[config.mk]
export PLATFORM = sky130hd
export DESIGN_NAME = weight_fetch_ctrl
export DESIGN_NICKNAME = d
export VERILOG_FILES = /design/src/rtl/weight_fetch_ctrl.sv
export SDC_FILE = /design/constraint.sdc
export NUM_CORES = 1
export LEC_CHECK = 0
export ABC_AREA = 1
export ABC_CLOCK_PERIOD_IN_PS = 3120
export BUFFER_PORTS_ARGS = -buffer_cell sky130_fd_sc_hd__buf_2
export CAP_MARGIN = 20
export CORE_ASPECT_RATIO = 1.2
export CORE_MARGIN = 2
export CORE_UTILIZATION = 55
export DETAILED_ROUTE_END_ITERATION = 8
export GPL_TIMING_DRIVEN = 0
export PLACE_DENSITY = 0.86
export RECOVER_POWER = 25
export SLEW_MARGIN = 10
export SYNTH_ARGS = -nofsm -noshare
export SYNTH_HDL_FRONTEND = slang
export SYNTH_SLANG_ARGS = --single-unit
[constraint.sdc]
create_clock -name clk -period 3.12 [get_ports clk]
set_input_delay 0.156 -clock clk [delete_from_list [all_inputs] [get_ports clk]]
set_output_delay 0.156 -clock clk [all_outputs]
set_load 0.02 [all_outputs]
[src/rtl/weight_fetch_ctrl.sv]
// weight_fetch_ctrl
// Read-side sequencer for the weight buffer. On a start command it walks an
// R x C weight matrix stored row-major at base_addr, issuing one single-word
// read per cycle into the buffer's 1-cycle-latency read port. Returned words
// are packed into a MAX_DIM-lane row word and handed to the matrix-multiply
// unit over a valid/ready handshake, one row per transfer.
//
// Ports
//   clk, rst_n            clock, asynchronous active-low reset
//   start, abort          command pulse (sampled in IDLE), synchronous abort
//   base_addr             matrix base address
//   num_rows, num_cols    matrix dimensions, legal 1..MAX_DIM
//   busy, done, error     status: active, completion pulse, rejection pulse
//   buf_rd_en/addr        buffer read request
//   buf_rd_data/valid     buffer read response (one cycle after the request)
//   row_data/idx/last     presented row, its index, last-row flag
//   row_valid, row_ready  row handshake
//
// State | Meaning
// ------+-----------------------------------------------------------
// IDLE    | waiting for start; range check on the command
// FETCH   | issuing the C reads of the current row
// WAIT    | reads issued, waiting for the remaining data to return
// PRESENT | row word valid, waiting for row_ready
module weight_fetch_ctrl #(
    parameter int DATA_WIDTH = 16,
    parameter int ADDR_WIDTH = 10,
    parameter int MAX_DIM    = 8,
    parameter int DIM_WIDTH  = 4
) (
    input  logic                          clk,
    input  logic                          rst_n,
    input  logic                          start,
    input  logic                          abort,
    input  logic [ADDR_WIDTH-1:0]         base_addr,
    input  logic [DIM_WIDTH-1:0]          num_rows,
    input  logic [DIM_WIDTH-1:0]          num_cols,
    output logic                          busy,
    output logic                          done,
    output logic                          error,
    output logic                          buf_rd_en,
    output logic [ADDR_WIDTH-1:0]         buf_rd_addr,
    input  logic [DATA_WIDTH-1:0]         buf_rd_data,
    input  logic                          buf_rd_valid,
    output logic [MAX_DIM*DATA_WIDTH-1:0] row_data,
    output logic [DIM_WIDTH-1:0]          row_idx,
    output logic                          row_last,
    output logic                          row_valid,
    input  logic                          row_ready
);

    localparam int EW = ADDR_WIDTH + 2;
    localparam int RW = MAX_DIM * DATA_WIDTH;
    localparam logic [DIM_WIDTH-1:0] ONE   = DIM_WIDTH'(1);
    localparam logic [DIM_WIDTH-1:0] MAX_D = DIM_WIDTH'(MAX_DIM);
    localparam logic [EW-1:0]        DEPTH = EW'(1) << ADDR_WIDTH;

    typedef enum logic [1:0] {IDLE, FETCH, WAIT, PRESENT} state_t;

    state_t                  state_q, state_d;
    logic [DIM_WIDTH-1:0]    rows_q, rows_d;
    logic [DIM_WIDTH-1:0]    cols_q, cols_d;
    logic [DIM_WIDTH-1:0]    col_q, col_d;
    logic [DIM_WIDTH-1:0]    cap_cnt_q, cap_cnt_d;
    logic [DIM_WIDTH-1:0]    out_cnt_q, out_cnt_d;
    logic [DIM_WIDTH-1:0]    row_idx_q, row_idx_d;
    logic [ADDR_WIDTH-1:0]   rd_addr_q, rd_addr_d;
    logic                    rd_en_q, rd_en_d;
    logic [RW-1:0]           row_data_q, row_data_d;
    logic                    row_valid_q, row_valid_d;
    logic                    row_last_q, row_last_d;
    logic                    busy_q, busy_d;
    logic                    done_q, done_d;
    logic                    error_q, error_d;

    // End address of the command in a widened domain so it cannot wrap.
    logic [EW-1:0] end_addr;
    logic          reject;
    logic          cap;

    assign end_addr = EW'(base_addr) + EW'(num_rows) * EW'(num_cols);
    assign reject   = (num_rows == '0) || (num_cols == '0) ||
                      (num_rows > MAX_D) || (num_cols > MAX_D) ||
                      (end_addr > DEPTH);

    // Read data is only taken while this controller has a read in flight.
    assign cap = ((state_q == FETCH) || (state_q == WAIT)) &&
                 buf_rd_valid && (out_cnt_q != '0);

    always_comb begin
        state_d     = state_q;
        rows_d      = rows_q;
        cols_d      = cols_q;
        col_d       = col_q;
        cap_cnt_d   = cap_cnt_q;
        out_cnt_d   = out_cnt_q;
        row_idx_d   = row_idx_q;
        rd_addr_d   = rd_addr_q;
        rd_en_d     = rd_en_q;
        row_data_d  = row_data_q;
        row_valid_d = row_valid_q;
        row_last_d  = row_last_q;
        busy_d      = busy_q;
        done_d      = 1'b0;
        error_d     = 1'b0;

        case ({rd_en_q, cap})
            2'b10:   out_cnt_d = out_cnt_q + ONE;
            2'b01:   out_cnt_d = out_cnt_q - ONE;
            default: out_cnt_d = out_cnt_q;
        endcase

        if (cap) begin
            for (int k = 0; k < MAX_DIM; k++) begin
                if (cap_cnt_q == DIM_WIDTH'(k)) begin
                    row_data_d[k*DATA_WIDTH +: DATA_WIDTH] = buf_rd_data;
                end
            end
            cap_cnt_d = cap_cnt_q + ONE;
        end

        case (state_q)
            IDLE: begin
                if (start) begin
                    rows_d = num_rows;
                    cols_d = num_cols;
                    if (reject) begin
                        error_d = 1'b1;
                    end else begin
                        state_d    = FETCH;
                        busy_d     = 1'b1;
                        rd_en_d    = 1'b1;
                        rd_addr_d  = base_addr;
                        col_d      = '0;
                        cap_cnt_d  = '0;
                        out_cnt_d  = '0;
                        row_idx_d  = '0;
                        row_data_d = '0;
                    end
                end
            end
            FETCH: begin
                if (col_q == cols_q - ONE) begin
                    rd_en_d = 1'b0;
                    state_d = WAIT;
                end else begin
                    rd_en_d   = 1'b1;
                    rd_addr_d = rd_addr_q + 1'b1;
                    col_d     = col_q + ONE;
                end
            end
            WAIT: begin
                if (cap && (cap_cnt_q == cols_q - ONE)) begin
                    state_d     = PRESENT;
                    row_valid_d = 1'b1;
                    row_last_d  = (row_idx_q == rows_q - ONE);
                end
            end
            PRESENT: begin
                if (row_ready) begin
                    row_valid_d = 1'b0;
                    row_last_d  = 1'b0;
                    if (row_last_q) begin
                        state_d = IDLE;
                        busy_d  = 1'b0;
                        done_d  = 1'b1;
                    end else begin
                        // Rows are contiguous, so the next row starts one past
                        // the last address read.
                        state_d    = FETCH;
                        row_idx_d  = row_idx_q + ONE;
                        rd_en_d    = 1'b1;
                        rd_addr_d  = rd_addr_q + 1'b1;
                        col_d      = '0;
                        cap_cnt_d  = '0;
                        row_data_d = '0;
                    end
                end
            end
            default: state_d = IDLE;
        endcase

        if (abort && (state_q != IDLE)) begin
            state_d     = IDLE;
            busy_d      = 1'b0;
            done_d      = 1'b0;
            rd_en_d     = 1'b0;
            row_valid_d = 1'b0;
            row_last_d  = 1'b0;
            out_cnt_d   = '0;
        end
    end

    always_ff @(posedge clk or negedge rst_n) begin
        if (!rst_n) begin
            state_q     <= IDLE;
            rows_q      <= '0;
            cols_q      <= '0;
            col_q       <= '0;
            cap_cnt_q   <= '0;
            out_cnt_q   <= '0;
            row_idx_q   <= '0;
            rd_addr_q   <= '0;
            rd_en_q     <= 1'b0;
            row_data_q  <= '0;
            row_valid_q <= 1'b0;
            row_last_q  <= 1'b0;
            busy_q      <= 1'b0;
            done_q      <= 1'b0;
            error_q     <= 1'b0;
        end else begin
            state_q     <= state_d;
            rows_q      <= rows_d;
            cols_q      <= cols_d;
            col_q       <= col_d;
            cap_cnt_q   <= cap_cnt_d;
            out_cnt_q   <= out_cnt_d;
            row_idx_q   <= row_idx_d;
            rd_addr_q   <= rd_addr_d;
            rd_en_q     <= rd_en_d;
            row_data_q  <= row_data_d;
            row_valid_q <= row_valid_d;
            row_last_q  <= row_last_d;
            busy_q      <= busy_d;
            done_q      <= done_d;
            error_q     <= error_d;
        end
    end

    assign busy        = busy_q;
    assign done        = done_q;
    assign error       = error_q;
    assign buf_rd_en   = rd_en_q;
    assign buf_rd_addr = rd_addr_q;
    assign row_data    = row_data_q;
    assign row_idx     = row_idx_q;
    assign row_last    = row_last_q;
    assign row_valid   = row_valid_q;

endmodule

==> flow_metrics.env <==
export IMPL_cts_tree="built"
export IMPL_grt_pass1_wl_um=39200
export IMPL_synthMostInstantiatedCell="nor2_1"
export IMPL_violations="max-capacitance violations, max-slew violations, negative setup slack"
export IMPL_crit_path_start_kind="input port"
export IMPL_synth_simple_area_share=0.177
export IMPL_initial_core_util=0.563
export IMPL_final_antenna_net_count=0
export IMPL_cp_required_ns=3.44
export IMPL_worst_slew_pin_slew_ns=2.45
export IMPL_hold_viol_final=0
export IMPL_crit_reg2reg_capture="out_cnt_q[2]"
export IMPL_grt_max_degree=98
export IMPL_netlist_area_sq_mm=0.00880
export IMPL_dpl_hpwl_um=16400
export IMPL_drc=0
export IMPL_synth_ff_type="dfrtp_1"
export IMPL_p_sw_uw=4410
export IMPL_ys_seq_elements=170
export IMPL_synth_mux_area_frac=0.149
export IMPL_cts_buffers=17
export IMPL_setup_tns_ns=-28.19
export IMPL_antenna_found_initial=0
export IMPL_synth_top_cell_area_share=0.483
export IMPL_synth_edf_count=0
export IMPL_seqPwrFrac=0.298
export IMPL_arrival_ns=3.68
export IMPL_synth_nets=1027
export IMPL_vias_per_cell=5.43
export IMPL_cts_htree_levels=4
export IMPL_cts_buffer_depth=2
export IMPL_p_sw_frac=0.430
export IMPL_setup_violations=155
export IMPL_nets=1238
export IMPL_crit_reg2reg_launch="state_q[0]"
export IMPL_totalPowerFinal_uw=10300
export IMPL_die_y_um=143
export IMPL_worstSkewPairLatency_ns=0.44
export IMPL_maxSlewViolCount=97
export IMPL_first_iter_violations=422
export IMPL_dieArea_sq_mm=0.0170
export IMPL_synth_top_family_by_area="simple AND/OR/NAND/NOR gates"
export IMPL_setup_ws_ns=-0.236
export IMPL_diodes=0
export IMPL_relSlewSlack=-0.636
export IMPL_worst_hold_path_endpoint="done"
export IMPL_min_path_cells=2
export IMPL_min_period_ns=3.36
export IMPL_final_layout_size_suffix_gt1_frac=0.268
export IMPL_internal_power_uw=5850
export IMPL_syn2layout_area_growth_pct=28.0
export IMPL_grt_pass1_vias=7564
export IMPL_fill_cells=1071
export IMPL_worstSetupPathType="input port to flop"
export IMPL_holdCritStartpoint="row_ready"
export IMPL_ir_drop_v=0.000508
export IMPL_synthAdderAreaFrac=0.0725
export IMPL_combPwrFrac=0.486
export IMPL_clk_pin_slew_ns=0.07
export IMPL_gp_congestion=0.840
export IMPL_synth_xor_area_frac=0.0179
export IMPL_synthDistinctLibCells=35
export IMPL_via_count=7457
export IMPL_wire_per_inst_um=18.6
export IMPL_power_per_cell_area_mw_per_mm2=910
export IMPL_yosys_top_cells_count="nor2_1, dfrtp_1, nand2_1"
export IMPL_fin_worst_skew_ns=0.0153
export IMPL_grt_total_usage=0.299
export IMPL_clkPwrFrac=0.216
export IMPL_die_x_um=119
export IMPL_clock_sinks=170
export IMPL_clockRootBuffer="clkbuf_16"
export IMPL_async_flop_share=1.00
export IMPL_yosysSeqAreaShare=0.483
export IMPL_p_leak_uw=0.00671
export IMPL_cap_violations=1
export IMPL_syn_area_per_cell_sq_um=9.34
export IMPL_hp_class="input port to flop"
export IMPL_rsz0062_at_grt="true"
export IMPL_dr_pass1_iters=7
export IMPL_crit_path_max_fanout=10
export IMPL_gr_total_overflow=0
export IMPL_fin_crit_sh=1.08
export IMPL_coreArea_sq_mm=0.0156
export IMPL_end_kind="flop"
export IMPL_reg2reg_slack_ns=0.10
export IMPL_max_freq_mhz=298
export IMPL_port_buffers=171
export IMPL_synth_top_area_cell="dfrtp_1"
export IMPL_drt_wl_total_um=25500
export IMPL_dp_slack_ns=-0.911
export IMPL_boundaryPins=188
export IMPL_syn_instance_count=942
export IMPL_row_count=50
export IMPL_synth_compound_area_frac=0.0374
export IMPL_status="finished, violations left"
export IMPL_r2r_cells=13
export IMPL_ys_warn_count=0
export IMPL_synth_area_top_cells="dfrtp_1, mux2i_1, nor2_1"
-- through the flow --
stage | cell area, sq um | utilization | cells | hold slack (ns)
final | 11300 | 0.720 | 1374 | 0.00912
after global routing | 11300 | 0.720 | 1374 | 0.0137
after CTS | 11000 | 0.705 | 1370 | 0.00337
after detailed placement | 10000 | 0.642 | 1322 | 0.251
after global placement | 10000 | 0.640 | 1321 | 0.411
after floorplan | 8890 | - | 942 | -0.140
-- power groups by stage --
stage,logic (uW),clock network [uW],registers (uW)
floorplan,2410,0,3420
global placement,3880,0,3040
detailed placement,4000,0,3060
CTS,4560,2230,3030
global route,5380,2330,3120
finish,4990,2210,3060
-- layer usage --
layer | wire (um) | global-route usage | vias up
met3 | 1500 | 0.0757 | 73
met2 | 13300 | 0.543 | 292
met1 | 9710 | 0.327 | 3627
li1 | - | - | 3465
met5 | 0 | 0 | -
met4 | 967 | 0.137 | 0
-- timing repair --
action / in CTS / in global routing
hold buffers: 2 / 0
pin swaps: 3 / 4
setup endpoints to repair: 155 / 159
gates cloned: 4 / 3
buffers inserted: 10 / 2
resized for setup: 69 / 55
hold endpoints to repair: 97 / 0
-- logic make-up after synthesis --
family	Yosys count
buf+inv	138
xor+xnor	18
flops	170
fa+ha+maj	45
compound gates	61
mux	131
simple gates	379
-- critical path: stages --
cell	delay, ns
buf_12	0.09
nand2_8	0.05
fa_1	0.56
fa_1	0.44
fa_1	0.51
inv_2	0.05
ha_4	0.22
or2_0	0.22
a21oi_1	0.13
nand2_1	0.08
inv_2	0.04
nand2_1	0.05
nor2_1	0.09
nand3_1	0.09
nand2_2	0.13
nand2_4	0.07
a21oi_4	0.18
buf_12	0.15
buf_8	0.13
buf_6	0.17
nor2_1	0.07
-- worst max-delay path by stage --
stage                    to  cells after the start   startpoint
2_1_floorplan  row_data[64]                     19  num_cols[1]
3_3_place_gp   row_data[37]                     20  num_cols[1]
3_5_place_dp   row_data[65]                     22  num_cols[1]
4_1_cts        row_data[56]                     21  num_cols[1]
5_1_grt          row_idx[1]                     22  num_cols[1]
6_report       row_data[58]                     21  num_cols[1]
-- cell type report --
| class | instances | area [sq um] | share of cell area |
|---|---|---|---|
| Sequential cell | 170 | 4260 | 0.378 |
| Multi-Input combinational cell | 634 | 4260 | 0.378 |
| Timing Repair Buffer | 193 | 1210 | 0.108 |
| Clock buffer | 18 | 439 | 0.0390 |
| Inverter | 93 | 349 | 0.0310 |
| Buffer | 44 | 324 | 0.0288 |
| Tap cell | 208 | 260 | 0.0231 |
| Clock inverter | 14 | 171 | 0.0152 |
-- sequential cells by signal, summed over array words and instances (netlist names) --
| register | cells |
|---|---|
| row_data | 128 |
| buf_rd_addr | 10 |
| cap_cnt_q | 4 |
| col_q | 4 |
| cols_q | 4 |
| out_cnt_q | 4 |
| row_idx | 4 |
| rows_q | 4 |
| state_q | 2 |
| buf_rd_en | 1 |
| busy | 1 |
| done | 1 |
| error | 1 |
| row_last | 1 |
| row_valid | 1 |
-- placed cells by master, fill, tap and decap left out, drive strengths merged --
cell type / n
buf: 213
nor2: 171
dfrtp: 170
nand2: 141
mux2i: 131
inv: 103
clkbuf: 40
nand3: 38
o21ai: 37
ha: 35
a21oi: 15
xor2: 12
nand4: 11
fa: 10
xnor2: 6
nor3: 6
or2: 6
a31oi: 3
nor4: 3
nand3b: 2
a211oi: 2
bufinv: 2
dlygate4sd3: 2
o21a: 1
and3: 1
o211ai: 1
a31o: 1
o31ai: 1
clkinvlp: 1
clkinv: 1
Note: power is estimated with default switching activity, not from simulation.
